===== config.mk =====
export PLATFORM = sky130hd
export DESIGN_NAME = crop_filter_multi
export DESIGN_NICKNAME = d
export VERILOG_FILES = /design/src/rtl/crop_filter_multi.sv
export SDC_FILE = /design/constraint.sdc
export NUM_CORES = 1
export LEC_CHECK = 0
export BUFFER_PORTS_ARGS = -buffer_cell sky130_fd_sc_hd__buf_2
export CORE_ASPECT_RATIO = 0.6
export CORE_MARGIN = 8
export CORE_UTILIZATION = 60
export DETAILED_ROUTE_END_ITERATION = 8
export GPL_TIMING_DRIVEN = 0
export PLACE_DENSITY = 0.91
export RECOVER_POWER = 100
export SYNTH_ARGS = -nofsm -noshare
export SYNTH_HDL_FRONTEND = slang
export SYNTH_SLANG_ARGS = --single-unit

===== constraint.sdc =====
create_clock -name clk -period 3.89 [get_ports clk]
set_clock_uncertainty 0.15 [all_clocks]
set_input_delay 0.1945 -clock clk [delete_from_list [all_inputs] [get_ports clk]]
set_output_delay 0.1945 -clock clk [all_outputs]
set_load 0.01 [all_outputs]

===== src/rtl/crop_filter_multi.sv =====
// crop_filter_multi
//   Cuts NUM_CROPS independent OUT_ROWS x OUT_COLS windows out of one
//   raster-order IN_ROWS x IN_COLS pixel stream in a single pass. Crops may
//   overlap. Each crop has its own AXI-stream output with TLAST.
//
//   Ports
//     clk, reset          clock, synchronous active-high reset
//     crop_coord_*        per-frame origin stream, {Y1, X1}, NUM_CROPS beats
//     pixel_in_*          input pixel stream, raster order
//     pixel_out_*         NUM_CROPS output channels, TDATA packed per channel
//     frame_done          1-cycle pulse once the frame and all outputs are done
//
//   crop_filter_lane holds one channel: its clamped origin, the window test
//   and the single-entry output register.

module crop_filter_lane #(
    parameter int PIXEL_BIT_WIDTH  = 16,
    parameter int OUT_ROWS         = 48,
    parameter int OUT_COLS         = 48,
    parameter int IMG_ROW_BITWIDTH = 10,
    parameter int IMG_COL_BITWIDTH = 10
) (
    input  logic                        clk,
    input  logic                        reset,
    input  logic                        coord_we,
    input  logic [IMG_ROW_BITWIDTH-1:0] y1_in,
    input  logic [IMG_COL_BITWIDTH-1:0] x1_in,
    input  logic [IMG_ROW_BITWIDTH-1:0] row,
    input  logic [IMG_COL_BITWIDTH-1:0] col,
    input  logic                        pix_accept,
    input  logic [PIXEL_BIT_WIDTH-1:0]  pix_data,
    input  logic                        out_ready,
    output logic                        blocked,
    output logic [PIXEL_BIT_WIDTH-1:0]  out_data,
    output logic                        out_valid,
    output logic                        out_last
);
    localparam int RW = IMG_ROW_BITWIDTH;
    localparam int CW = IMG_COL_BITWIDTH;
    localparam logic [RW:0] ROWS_W = (RW+1)'(OUT_ROWS);
    localparam logic [CW:0] COLS_W = (CW+1)'(OUT_COLS);

    logic [RW-1:0]              y1_q, y1_d;
    logic [CW-1:0]              x1_q, x1_d;
    logic [PIXEL_BIT_WIDTH-1:0] data_q, data_d;
    logic                       valid_q, valid_d;
    logic                       last_q, last_d;

    // Window ends computed one bit wider so y1+OUT_ROWS never wraps.
    logic [RW:0] row_end;
    logic [CW:0] col_end;
    logic        want, is_last, load;

    always_comb begin
        row_end = {1'b0, y1_q} + ROWS_W;
        col_end = {1'b0, x1_q} + COLS_W;
        want    = (row >= y1_q) && ({1'b0, row} < row_end) &&
                  (col >= x1_q) && ({1'b0, col} < col_end);
        is_last = ({1'b0, row} == row_end - (RW+1)'(1)) &&
                  ({1'b0, col} == col_end - (CW+1)'(1));
        load    = pix_accept && want;
        // Full register that is not draining this cycle stalls the input,
        // but only for pixels this channel actually wants.
        blocked = want && valid_q && !out_ready;

        y1_d    = y1_q;
        x1_d    = x1_q;
        data_d  = data_q;
        valid_d = valid_q;
        last_d  = last_q;
        if (coord_we) begin
            y1_d = y1_in;
            x1_d = x1_in;
        end
        if (valid_q && out_ready) begin
            valid_d = 1'b0;
            last_d  = 1'b0;
        end
        // A reload in the same cycle as a drain wins: no bubble.
        if (load) begin
            valid_d = 1'b1;
            data_d  = pix_data;
            last_d  = is_last;
        end
    end

    always_ff @(posedge clk) begin
        if (reset) begin
            y1_q    <= '0;
            x1_q    <= '0;
            data_q  <= '0;
            valid_q <= 1'b0;
            last_q  <= 1'b0;
        end else begin
            y1_q    <= y1_d;
            x1_q    <= x1_d;
            data_q  <= data_d;
            valid_q <= valid_d;
            last_q  <= last_d;
        end
    end

    assign out_data  = data_q;
    assign out_valid = valid_q;
    assign out_last  = last_q;
endmodule

module crop_filter_multi #(
    parameter int PIXEL_BIT_WIDTH  = 16,
    parameter int IN_ROWS          = 100,
    parameter int IN_COLS          = 160,
    parameter int OUT_ROWS         = 48,
    parameter int OUT_COLS         = 48,
    parameter int IMG_ROW_BITWIDTH = 10,
    parameter int IMG_COL_BITWIDTH = 10,
    parameter int NUM_CROPS        = 2
) (
    input  logic                                   clk,
    input  logic                                   reset,
    input  logic [IMG_ROW_BITWIDTH+IMG_COL_BITWIDTH-1:0] crop_coord_TDATA,
    input  logic                                   crop_coord_TVALID,
    output logic                                   crop_coord_TREADY,
    input  logic [PIXEL_BIT_WIDTH-1:0]             pixel_in_TDATA,
    input  logic                                   pixel_in_TVALID,
    output logic                                   pixel_in_TREADY,
    output logic [NUM_CROPS*PIXEL_BIT_WIDTH-1:0]   pixel_out_TDATA,
    output logic [NUM_CROPS-1:0]                   pixel_out_TVALID,
    input  logic [NUM_CROPS-1:0]                   pixel_out_TREADY,
    output logic [NUM_CROPS-1:0]                   pixel_out_TLAST,
    output logic                                   frame_done
);
    localparam int RW    = IMG_ROW_BITWIDTH;
    localparam int CW    = IMG_COL_BITWIDTH;
    localparam int IDX_W = $clog2(NUM_CROPS + 1);
    localparam logic [RW-1:0] Y_MAX    = RW'(IN_ROWS - OUT_ROWS);
    localparam logic [CW-1:0] X_MAX    = CW'(IN_COLS - OUT_COLS);
    localparam logic [RW-1:0] ROW_LAST = RW'(IN_ROWS - 1);
    localparam logic [CW-1:0] COL_LAST = CW'(IN_COLS - 1);

    typedef enum logic [1:0] {S_LOAD, S_STREAM, S_DRAIN} state_t;

    state_t           state_q, state_d;
    logic [IDX_W-1:0] idx_q, idx_d;
    logic [RW-1:0]    row_q, row_d;
    logic [CW-1:0]    col_q, col_d;
    logic             frame_done_q, frame_done_d;

    logic                 coord_hs, pix_accept;
    logic [RW-1:0]        y1_raw, y1_clamp;
    logic [CW-1:0]        x1_raw, x1_clamp;
    logic [NUM_CROPS-1:0] coord_we, blocked;

    // Origins are clamped once at load so the window never leaves the frame.
    assign y1_raw   = crop_coord_TDATA[RW+CW-1:CW];
    assign x1_raw   = crop_coord_TDATA[CW-1:0];
    assign y1_clamp = (y1_raw > Y_MAX) ? Y_MAX : y1_raw;
    assign x1_clamp = (x1_raw > X_MAX) ? X_MAX : x1_raw;

    assign crop_coord_TREADY = (state_q == S_LOAD);
    assign coord_hs          = crop_coord_TVALID && crop_coord_TREADY;
    assign pixel_in_TREADY   = (state_q == S_STREAM) && !(|blocked);
    assign pix_accept        = pixel_in_TVALID && pixel_in_TREADY;
    assign frame_done        = frame_done_q;

    for (genvar c = 0; c < NUM_CROPS; c++) begin : g_lane
        assign coord_we[c] = coord_hs && (idx_q == IDX_W'(c));

        crop_filter_lane #(
            .PIXEL_BIT_WIDTH  (PIXEL_BIT_WIDTH),
            .OUT_ROWS         (OUT_ROWS),
            .OUT_COLS         (OUT_COLS),
            .IMG_ROW_BITWIDTH (IMG_ROW_BITWIDTH),
            .IMG_COL_BITWIDTH (IMG_COL_BITWIDTH)
        ) u_lane (
            .clk        (clk),
            .reset      (reset),
            .coord_we   (coord_we[c]),
            .y1_in      (y1_clamp),
            .x1_in      (x1_clamp),
            .row        (row_q),
            .col        (col_q),
            .pix_accept (pix_accept),
            .pix_data   (pixel_in_TDATA),
            .out_ready  (pixel_out_TREADY[c]),
            .blocked    (blocked[c]),
            .out_data   (pixel_out_TDATA[c*PIXEL_BIT_WIDTH +: PIXEL_BIT_WIDTH]),
            .out_valid  (pixel_out_TVALID[c]),
            .out_last   (pixel_out_TLAST[c])
        );
    end

    always_comb begin
        state_d      = state_q;
        idx_d        = idx_q;
        row_d        = row_q;
        col_d        = col_q;
        frame_done_d = 1'b0;
        case (state_q)
            S_LOAD: begin
                if (coord_hs) begin
                    idx_d = idx_q + IDX_W'(1);
                    if (idx_q == IDX_W'(NUM_CROPS - 1)) state_d = S_STREAM;
                end
            end
            S_STREAM: begin
                if (pix_accept) begin
                    if (col_q == COL_LAST) begin
                        col_d = '0;
                        row_d = row_q + RW'(1);
                        if (row_q == ROW_LAST) begin
                            row_d   = '0;
                            state_d = S_DRAIN;
                        end
                    end else begin
                        col_d = col_q + CW'(1);
                    end
                end
            end
            S_DRAIN: begin
                if (!(|pixel_out_TVALID)) begin
                    frame_done_d = 1'b1;
                    state_d      = S_LOAD;
                    idx_d        = '0;
                    row_d        = '0;
                    col_d        = '0;
                end
            end
            default: state_d = S_LOAD;
        endcase
    end

    always_ff @(posedge clk) begin
        if (reset) begin
            state_q      <= S_LOAD;
            idx_q        <= '0;
            row_q        <= '0;
            col_q        <= '0;
            frame_done_q <= 1'b0;
        end else begin
            state_q      <= state_d;
            idx_q        <= idx_d;
            row_q        <= row_d;
            col_q        <= col_d;
            frame_done_q <= frame_done_d;
        end
    end
endmodule


After elaboration in Yosys (flattened, before gate mapping)
Cells that the tools add are included.
{ "word_totals": {"input_bits": 42, "regBits": 101, "out_inout_bits": 39} }
{ "classes": {"muxes": 26, "order_cmp": 10, "add_sub_neg": 11, "bitwise_logic": 1, "n_reduce_logical": 37, "n_eq_ne": 15} }
{ "op_table": {"columns": ["operator", "n"], "rows": [
  ["10-bit 2-to-1 mux", 8],
  ["10-bit by 6-bit adder with 11-bit output (second input constant)", 4],
  ["10-bit by 11-bit == test with 1-bit output", 4],
  ["10-bit by 11-bit less-than comparator with 1-bit output", 4],
  ["11-bit by 1-bit subtractor with 11-bit output (second input constant)", 4],
  ["10-bit >= comparator", 4],
  ["10-bit case mux with 2 select lines", 2],
  ["1-bit logical AND", 21],
  ["10-bit by 1-bit adder with 10-bit output (second input constant)", 2],
  ["2-bit 2-to-1 mux", 7],
  ["10-bit by 7-bit == test with 1-bit output (second input constant)", 1],
  ["10-bit by 8-bit == test with 1-bit output (second input constant)", 1],
  ["10-bit by 6-bit greater-than comparator with 1-bit output (second input constant)", 1],
  ["10-bit by 7-bit greater-than comparator with 1-bit output (second input constant)", 1],
  ["2-bit by 1-bit != test with 1-bit output (second input constant)", 5],
  ["2-bit nonzero test", 4],
  ["1-bit 2-to-1 mux", 7],
  ["2-bit case mux with 3 select lines", 1],
  ["3-bit AND reduction", 2],
  ["6-bit AND reduction", 1],
  ["2-bit OR reduction", 3],
  ["2-bit by 1-bit == test with 1-bit output (second input constant)", 2],
  ["2-bit logical NOT", 2],
  ["2-bit case mux with 2 select lines", 1],
  ["6 further kinds", 8]
]} }

Depth between registers and ports, before layout
Gate-level depths: netlist of the first run.
{ "logic_depth": {"word_depth": 13, "depth_mapped": 16, "mapped_depth_nobuf": 14} }

Cells and area by module
Synthesis of the first run repeated with hierarchy kept, for this count alone.
{ "unflattened": {"cells_unflattened": 922, "area_unflattened_um2": 7754.9} }
{ "modules_own_cells": {"columns": ["module", "n_inst", "area_per_inst_um2", "cells_each"], "rows": [
  ["crop_filter_lane", 2, 3144.3, 372],
  ["crop_filter_multi", 1, 1466.4, 178]
]} }

Worst setup path after synthesis of the first run
No wires, ideal clock.
{ "synth_timing": {"path_type": "register -> register", "startpoint": "reg g_lane[0].u_lane.x1_q[4]", "endpoint": "reg col_q[8]", "n_path_buf": 2, "setup_time_ns": 0.115, "setup_slack_ns": 0.288, "path_stages_with_launch": 15, "arrival_ns": 3.337, "period_less_slack_ns": 3.602, "required_ns": 3.625, "cell_sequence": "dfxtp_1 -> clkbuf_1 -> inv_1 -> ha_1 -> and3b_1 -> xnor2_1 -> inv_1 -> ha_1 -> a211o_1 -> o31a_1 -> or4_4 -> a31oi_4 -> buf_6 -> nor4_1 -> o21ba_1"} }
{ "synth_between": {"elab_chain_cells": 11} }
{ "synth_rtl": {"columns": ["item", "line_no", "rtl"], "rows": [
  ["start, declared", "44", "logic [CW-1:0] x1_q, x1_d;"],
  ["start signal, assigned", "90", "x1_q <= '0;"],
  ["start signal, assigned", "96", "x1_q <= x1_d;"],
  ["10-bit by 6-bit adder with 11-bit output / 10-bit >= comparator (equally long branches)", "56, 58", null],
  ["10-bit by 11-bit less-than comparator with 1-bit output / 1-bit logical AND (equally long branches)", "58, 57", null],
  ["1-bit logical AND (*)", "58", "(col >= x1_q) && ({1'b0, col} < col_end);"],
  ["1-bit logical AND (*) (2 in a row)", "64", "blocked = want && valid_q && !out_ready;"],
  ["2-bit OR reduction (*)", "161", "assign pixel_in_TREADY = (state_q == S_STREAM) && !(|blocked);"],
  ["1-bit logical NOT (*)", "161", null],
  ["1-bit logical AND (*)", "161", null],
  ["1-bit logical AND (*)", "162", "assign pix_accept = pixel_in_TVALID && pixel_in_TREADY;"],
  ["2-bit by 1-bit != test with 1-bit output (no source line) (*)", null, null],
  ["3-bit AND reduction (no source line) (*)", null, null],
  ["end signal, assigned", "243", "col_q <= col_d;"],
  ["end, declared", "145", "logic [CW-1:0] col_q, col_d;"]
]} }
Every way passes the cells marked *; elsewhere a longest branch is shown, timed or not.
A chain may end at the register's enable or synchronous reset.

Final worst setup path of the first run
{ "layout_timing": {"startpoint": "reg g_lane[1].u_lane.x1_q[4]", "endpoint": "reg g_lane[0].u_lane.data_q[12]"} }
{ "layout_between": {"elab_chain_cells": 10} }
{ "layout_rtl": {"columns": ["item", "line_no", "rtl"], "rows": [
  ["start, declared", "44", null],
  ["start signal, assigned", "90", null],
  ["start signal, assigned", "96", null],
  ["10-bit by 6-bit adder with 11-bit output / 10-bit >= comparator (equally long branches)", "56, 58", null],
  ["10-bit by 11-bit less-than comparator with 1-bit output / 1-bit logical AND (equally long branches)", "58, 57", null],
  ["1-bit logical AND (*)", "58", null],
  ["1-bit logical AND (*) (2 in a row)", "64", null],
  ["2-bit OR reduction (*)", "161", null],
  ["1-bit logical NOT (*)", "161", null],
  ["1-bit logical AND (*)", "161", null],
  ["1-bit logical AND (*)", "162", null],
  ["1-bit logical AND (*)", "61", "load = pix_accept && want;"],
  ["end signal, assigned", "97", "data_q <= data_d;"],
  ["end, declared", "45", "logic [PIXEL_BIT_WIDTH-1:0] data_q, data_d;"]
]} }
Marks and branches as above.

==> results of run 1 <==
-- worst min-delay path by stage --
stage,start,endpoint,slack [ns],cells after the start
floorplan,pixel_in_TDATA[0],g_lane[0].u_lane.out_data[0]$_SDFFE_PP0P_,0.19,2
global placement,pixel_in_TDATA[2],g_lane[0].u_lane.out_data[2]$_SDFFE_PP0P_,0.29,3
detailed placement,pixel_in_TDATA[12],g_lane[0].u_lane.out_data[12]$_SDFFE_PP0P_,0.30,3
CTS,pixel_out_TREADY[1],g_lane[1].u_lane.out_last$_SDFFE_PP0P_,0.01,4
global route,pixel_out_TREADY[1],g_lane[1].u_lane.out_last$_SDFFE_PP0P_,0.04,4
finish,pixel_out_TREADY[1],g_lane[1].u_lane.out_last$_SDFFE_PP0P_,-0.002,4
-- stage by stage --
step | setup slack, ns | cells
2_1_floorplan | 0.288 | 869
3_3_place_gp | -0.417 | 1114
3_5_place_dp | -0.593 | 1114
4_1_cts | 0.00484 | 1150
5_1_grt | -0.144 | 1163
6_report | 0.0663 | 1163
-- timing repair --
| action | CTS | global route |
|---|---|---|
| setup buffers | 1 | 13 |
| pin swaps | 4 | 8 |
| resized for setup | 11 | 15 |
| endpoints found under the hold margin | 39 | 0 |
| endpoints found under the setup margin | 58 | 44 |
| hold buffers | 20 | 0 |
-- registers in the layout (all words and copies together) (netlist names) --
register	cells
g_lane.u_lane.out_data	32
g_lane.u_lane.x1_q	20
g_lane.u_lane.y1_q	20
col_q	10
row_q	10
g_lane.u_lane.out_last	2
g_lane.u_lane.out_valid	2
idx_q	2
state_q	2
frame_done	1
-- cells in the final DEF (no fill, tap or decap), types with 5 or more instances in the layout --
master / instances
nand4_1: 21
nor2_1: 94
clkbuf_1: 61
a211oi_1: 19
nor4b_1: 5
inv_1: 60
mux2i_1: 36
o211ai_1: 13
buf_2: 45
xnor2_2: 5
a211o_1: 5
nor4_1: 11
a31oi_1: 6
or3_1: 8
clkbuf_16: 9
nor3b_1: 5
buf_4: 20
nand2b_1: 8
nand2_1: 38
o21ai_1: 15
ha_1: 76
xnor2_1: 53
nor3_1: 32
dfxtp_1: 97
nand3_1: 32
o21ai_0: 16
dlygate4sd3_1: 20
xor2_1: 16
a21oi_1: 59
nor2b_1: 7
nand3b_1: 5
and3_1: 15
-- per-layer routing --
metal / part of all wire (%) / up-vias
li1: - / 3350
met1: 41 / 3413
met2: 42 / 520
met3: 14 / 76
met4: 3.1 / 0
met5: 0 / -
-- cells by family after synthesis --
group / count (synthesis) / share of synthesized area [%]
mux: 38 / 5.36
flops: 101 / 28.1
simple gates: 307 / 22.3
xor+xnor: 76 / 9.35
compound gates: 171 / 15.7
buf+inv: 100 / 5.93
fa+ha+maj: 76 / 13.2
-- worst register-to-register path: stages, from the launching register on --
cell      delay (ns)
dfxtp_4         0.39
inv_1           0.08
ha_1            0.25
nand3b_1        0.21
xnor2_2         0.19
inv_1           0.09
ha_1            0.30
nand4_1         0.14
a311oi_2        0.44
o31ai_2         0.18
o2111a_2        0.24
nand4_4         0.18
nand4_1         0.17
buf_6           0.21
buf_4           0.20
mux2i_2         0.20
nor2_1          0.07
-- cells in the mapped netlist, drive strengths merged, types with 6 or more instances --
library cell and number:
nor4b 6, and3 16, a21oi 59, clkbuf 25, o21ai 32, nor4 13
inv 62, xnor2 58, ha 76, o211ai 13, nand2b 8, buf 13
nand2 39, mux2i 37, dfxtp 101, nor2b 7, nand3 32, a31oi 9
nor2 94, a211oi 19, nand4 22, xor2 18, or3 8, nor3 33
-- cell type report --
class | instances | share of cell area, %
sequential | 101 | 24.0
multi-input combinational | 668 | 57.1
clock buffer | 9 | 2.65
tap | 165 | 2.43
timing repair buffer | 114 | 7.76
inverter | 62 | 2.74
clock inverter | 7 | 1.07
buffer | 37 | 2.28
-- power by group --
group | switching, uW | leakage (uW) | internal (uW)
combinational | 269 | 0.00242 | 183
clock | 496 | 0.000151 | 462
sequential | 29.7 | 0.000819 | 1050
total | 795 | 0.00340 | 1700
==> results.sh, run 1 <==
export IMPL_violations="hold timing"
export IMPL_die_h_um=101
export IMPL_wl_mm=24.3
export IMPL_grt_overflow=0
export IMPL_syn_area_mm2=0.00720
export IMPL_clock_path_buffers=2
export IMPL_rrSetupSlack_ns=0.07
export IMPL_utilization_pct=71.6
export IMPL_ys_ff_latch=101
export IMPL_grt_pass1_vias=7081
export IMPL_gp_congestion=1.01
export IMPL_grtUsageMet1_pct=39.5
export IMPL_crit_end="g_lane[0].u_lane.out_data[12]$_SDFFE_PP0P_"
export IMPL_dieArea_mm2=0.0159
export IMPL_vias_per_cell=6.33
export IMPL_rr_worst_depth=16
export IMPL_cp_slowest_stage_delay_ns=0.44
export IMPL_firstDrtPassIters=6
export IMPL_clock_sinks=101
export IMPL_syn_area_per_cell_um2=8.28
export IMPL_gr_usage_met2_pct=44.5
export IMPL_die_x_um=157
export IMPL_tightest_slew_ns=0.916
export IMPL_peakVddDrop_mv=0.246
export IMPL_critical_path_buf_inv_count=4
export IMPL_cp_slowest_cell="a311oi_2"
export IMPL_busiest_layer="met2"
export IMPL_num_rows=31
export IMPL_drtIter0Drc=1046
export IMPL_fp_coreArea_mm2=0.0119
export IMPL_reg2reg_from="g_lane[1].u_lane.x1_q[4]$_SDFFE_PP0P_"
export IMPL_crit_path_start_kind="flop"
export IMPL_grt_first_pass_wirelength_mm=37.2
export IMPL_setup_viol=0
export IMPL_yosysWarnings=0
export IMPL_r2r_end="g_lane[0].u_lane.out_data[12]$_SDFFE_PP0P_"
export IMPL_dpl_hpwl_mm=17.0
export IMPL_synth_area_leaders="dfxtp_1 28%, ha_1 13%, xnor2_1 6.9%"
export IMPL_synth_top_area_cell="dfxtp_1"
export IMPL_antenna_found_initial=0
export IMPL_crit_arrival_ns=3.91
export IMPL_grt_max_degree=22
export IMPL_path_clk_slew_ns=0.09
export IMPL_end_kind="flop"
export IMPL_regArea_mm2=0.00204
export IMPL_drt_antenna_violating_nets=0
export IMPL_root_buffer="clkbuf_16"
export IMPL_leakagePower_uw=0.00340
export IMPL_ys_types=69
export IMPL_clk_latency_ns=0.36
export IMPL_placed_cell_area_mm2=0.00780
export IMPL_critPathRequiredTime_ns=3.97
export IMPL_n_antenna_cell=0
export IMPL_initial_core_util_pct=60.6
export IMPL_nets=1111
export IMPL_vias=7359
export IMPL_wl_per_cell_um=20.9
export IMPL_synth_cells=869
export IMPL_syn_nets=987
export IMPL_synth_edff_count=0
export IMPL_port_buffers=80
export IMPL_postSynth_asyncResetShare_pct=0
export IMPL_final_area_mm2=0.00850
export IMPL_timing_final_crit_period_ns=3.82
export IMPL_ios=81
export IMPL_post_route_cells_drive_above_1_share_pct=12.3
export IMPL_grtUsageTotal_pct=29.8
export IMPL_cts_tree="built"
export IMPL_synthToLayoutAreaGrowth_pct=18.1
export IMPL_ys_flop_type="dfxtp_1"
export IMPL_drv_slew=0
export IMPL_nFillCells=828
export IMPL_cts_inserted_buffers=9
export IMPL_status="finished with violations"
export IMPL_drc=0
export IMPL_final_hold_violation_count=1
export IMPL_power_density_mw_per_mm2=293
export IMPL_multi_input_area_mm2=0.00485
export IMPL_fin_total_pwr_uw=2490
export IMPL_synth_seq_area_share_pct=28.1
export IMPL_cp_startpoint="g_lane[1].u_lane.x1_q[4]$_SDFFE_PP0P_"
export IMPL_cp_max_fo=10
export IMPL_min_path_type="primary input to flop"
export IMPL_worstSetupPathType="flop to flop"
export IMPL_critical_path_top_delay_family="compound AO/OA/AOI/OAI gates"
export IMPL_synth_top_area_share_pct=28.1
export IMPL_path_cells="inv_1 -> ha_1 -> nand3b_1 -> xnor2_2 -> inv_1 -> ha_1 -> nand4_1 -> a311oi_2 -> o31ai_2 -> o2111a_2 -> nand4_4 -> nand4_1 -> buf_6 -> buf_4 -> mux2i_2 -> nor2_1"
export IMPL_use_met3_pct=10.4
export IMPL_max_cap_viol_count=0
export IMPL_period_share_pct=98.3
export IMPL_htreeDepth=3
export IMPL_max_freq_mhz=262
export IMPL_final_setup_tns_ns=0
export IMPL_crit_cells=16
export IMPL_hold_ws_ns=-0.00187
export IMPL_maxSlewHeadroom_pct=38.9
(Power assumes the default switching activity.)
==> inputs of run 2 (changes only) <==
Settings changed: ABC_AREA set to 1.
==> run 2 against run 1 <==
Compared with the run above:
- the run still ends with hold timing left
- sequential cell count unchanged
- combinational power rose by 57%
- die area rose by 2.9%
- largest power group unchanged
- wire length down 1.7%
- critical endpoint is now g_lane[1].u_lane.out_valid$_SDFFE_PP0P_
- synthesized area grew 3.3%
==> results.sh, run 2 <==
export IMPL_status="finished with violations"
export IMPL_violations="hold timing"
export IMPL_drt_antenna_violating_nets=0
export IMPL_drc=0
export IMPL_cts_tree="built"
export IMPL_die_h_um=102
export IMPL_critPathRequiredTime_ns=3.96
export IMPL_nFillCells=975
export IMPL_post_route_cells_drive_above_1_share_pct=7.60
export IMPL_synth_top_area_cell="dfxtp_1"
export IMPL_hold_ws_ns=-0.00424
export IMPL_vias=7978
export IMPL_path_clk_slew_ns=0.08
export IMPL_regArea_mm2=0.00202
export IMPL_cp_slowest_stage_delay_ns=0.55
export IMPL_synthToLayoutAreaGrowth_pct=15.0
export IMPL_placedCellCount=1349
export IMPL_cts_inserted_buffers=9
export IMPL_wl_mm=23.9
export IMPL_synth_cells=1105
export IMPL_crit_arrival_ns=3.80
export IMPL_power_frac_seq_pct=40.1
export IMPL_critical_path_top_delay_family="simple AND/OR/NAND/NOR gates"
export IMPL_timing_final_crit_period_ns=3.73
export IMPL_synthTopCellsByCount="188 x nand2_1, 181 x nor2_1, 137 x inv_1"
export IMPL_initial_core_util_pct=61.6
export IMPL_num_rows=31
export IMPL_path_common_cell="nand2_1"
export IMPL_utilization_pct=70.9
export IMPL_grt_pass1_vias=7628
export IMPL_root_buffer="clkbuf_16"
export IMPL_synth_top_area_share_pct=27.2
export IMPL_vias_per_cell=5.74
export IMPL_drtIter0Drc=853
export IMPL_nets=1338
export IMPL_final_instance_count_excl_fill=1389
export IMPL_ys_flop_type="dfxtp_1"
export IMPL_path_cells="inv_1 -> ha_1 -> xor2_1 -> ha_1 -> a21o_1 -> a21oi_1 -> nand3_1 -> nand2_1 -> nand2_1 -> nand2_1 -> nand4_2 -> nand4_2 -> inv_2 -> nand2_4 -> inv_6 -> buf_6 -> nor2_1 -> nor2_1"
export IMPL_final_hold_violation_count=1
export IMPL_p_sw_share_pct=32.6
export IMPL_firstDrtPassIters=7
export IMPL_max_freq_mhz=268
export IMPL_rsz0062_at_grt="false"
export IMPL_layout_common_cells="189 x nand2_1, 181 x nor2_1, 137 x inv_1"
export IMPL_largest_reg_flops=32
export IMPL_yosysWarnings=0
export IMPL_grt_max_degree=17
export IMPL_maxSlewHeadroom_pct=45.4
export IMPL_clock_sinks=101
export IMPL_port_buffers=79
export IMPL_n_antenna_cell=0
export IMPL_peakVddDrop_mv=0.225
export IMPL_syn_nets=1223
export IMPL_max_cap_viol_count=0
export IMPL_final_setup_tns_ns=0
export IMPL_antenna_found_initial=0
export IMPL_fp_coreArea_mm2=0.0121
export IMPL_grtUsageTotal_pct=29.2
export IMPL_synth_seq_area_share_pct=27.2
export IMPL_htreeDepth=3
export IMPL_crit_path_start_kind="flop"
export IMPL_synth_edff_count=0
export IMPL_min_path_type="primary input to flop"
export IMPL_switching_power_uw=926
export IMPL_synth_area_leaders="dfxtp_1 27%, ha_1 13%, nand2_1 9.5%"
export IMPL_postSynth_asyncResetShare_pct=0
export IMPL_rr_worst_depth=18
export IMPL_end_kind="flop"
export IMPL_ios=81
export IMPL_pwr_share_comb_pct=25.0
export IMPL_syn_area_mm2=0.00744
export IMPL_critical_path_buf_inv_count=4
export IMPL_leakagePower_uw=0.00399
export IMPL_p_int_uw=1920
export IMPL_worstSetupPathType="flop to flop"
export IMPL_drv_slew=0
export IMPL_ys_ff_latch=101
export IMPL_cp_slowest_cell="dfxtp_1"
export IMPL_tightest_slew_ns=0.811
export IMPL_multi_input_area_mm2=0.00467
export IMPL_dieArea_mm2=0.0163
export IMPL_yosysMostFrequentCell="nand2_1"
export IMPL_gp_congestion=1.02
export IMPL_hold_path_depth=3
export IMPL_clock_path_buffers=2
export IMPL_grt_first_pass_wirelength_mm=38.2
export IMPL_cts_setup_buffers=0
export IMPL_die_x_um=160
export IMPL_clkPwrFrac_pct=34.9
export IMPL_syn_area_per_cell_um2=6.73
export IMPL_wl_per_cell_um=17.2
export IMPL_ys_types=43
export IMPL_setup_viol=0
export IMPL_crit_cells=18
export IMPL_period_share_pct=96.0
export IMPL_dpl_hpwl_mm=17.8
export IMPL_power_density_mw_per_mm2=333
export IMPL_grt_overflow=0
export IMPL_cp_max_fo=10
export IMPL_clk_latency_ns=0.36
export IMPL_final_common_cell="nand2_1"
run 2: cell types whose count changed in the layout (fill, tap and decap cells not counted), sizes merged, moves of 15 or more:
| cell | before | now |
|---|---|---|
| nand2 | 39 | 195 |
| nor2 | 94 | 184 |
| inv | 63 | 143 |
| o21ai | 32 | 85 |
| mux2i | 37 | 0 |
| nand3 | 32 | 69 |
| xnor2 | 58 | 22 |
| xor2 | 18 | 43 |
| a211oi | 19 | 1 |
| buf | 68 | 52 |
| and3 | 16 | 1 |
run 2: cell families after synthesis:
| family | Yosys count | share of synthesized area, % |
|---|---|---|
| xor+xnor | 65 | 7.66 |
| fa+ha+maj | 76 | 12.8 |
| simple gates | 513 | 29.8 |
| flops | 101 | 27.2 |
| buf+inv | 175 | 9.91 |
| compound gates | 175 | 12.6 |
run 2: final cells by class:
cell class | count | share of cell area (%)
multi-input combinational | 829 | 54.7
sequential | 101 | 23.7
timing repair buffer | 104 | 7.00
inverter | 142 | 6.32
clock buffer | 10 | 2.68
tap | 165 | 2.41
buffer | 33 | 2.25
clock inverter | 5 | 0.995
run 2: what timing repair did:
action	in CTS	in global routing
hold buffers	25	0
hold endpoints to repair	44	0
gates resized for setup	0	1
setup endpoints to repair	0	43
run 2: power by group through the flow:
stage | sequential [uW] | combinational [uW] | clock [uW]
after floorplan | 1140 | 493 | 0
after global placement | 1160 | 643 | 0
after detailed placement | 1160 | 668 | 0
after CTS | 1140 | 696 | 982
after global routing | 1150 | 795 | 1030
final | 1140 | 711 | 992
run 2: worst min-delay path: cells and delay by family:
family | cells | cell delay [ns]
AO/OA/AOI/OAI | 1 | 0.13
buffers and inverters | 1 | 0.09
AND/OR/NAND/NOR | 1 | 0.05
run 2: stage by stage:
stage          worst slack (ns)  power (uW)  hold slack [ns]  cell area (um^2)
5_1_grt                 0.00526        2970           0.0403              8550
2_1_floorplan              1.05        1640            0.191              7440
6_report                  0.156        2840         -0.00424              8550
4_1_cts                   0.333        2810           0.0158              8600
3_5_place_dp              0.400        1830            0.300              8040
3_3_place_gp              0.437        1800            0.292              8040
run 2: final timing paths:
path,from,endpoint,slack (ns)
min,crop_coord_TDATA[4],g_lane[0].u_lane.x1_q[4]$_SDFFE_PP0P_,-0.004
min reg2reg,g_lane[0].u_lane.y1_q[9]$_SDFFE_PP0P_,g_lane[0].u_lane.y1_q[9]$_SDFFE_PP0P_,0.32
max,g_lane[0].u_lane.y1_q[4]$_SDFFE_PP0P_,g_lane[1].u_lane.out_valid$_SDFFE_PP0P_,0.16
max reg2reg,g_lane[0].u_lane.y1_q[4]$_SDFFE_PP0P_,g_lane[1].u_lane.out_valid$_SDFFE_PP0P_,0.16
run 2: routing by layer:
metal	share of wire, %	GRT usage, %	vias to the layer above	wire length [um]
met5	0	0	-	0
met4	2.6	10.6	0	614
met3	14	8.57	68	3420
met2	41	43.4	510	9750
met1	42	39.5	3576	10100
li1	-	-	3824	-
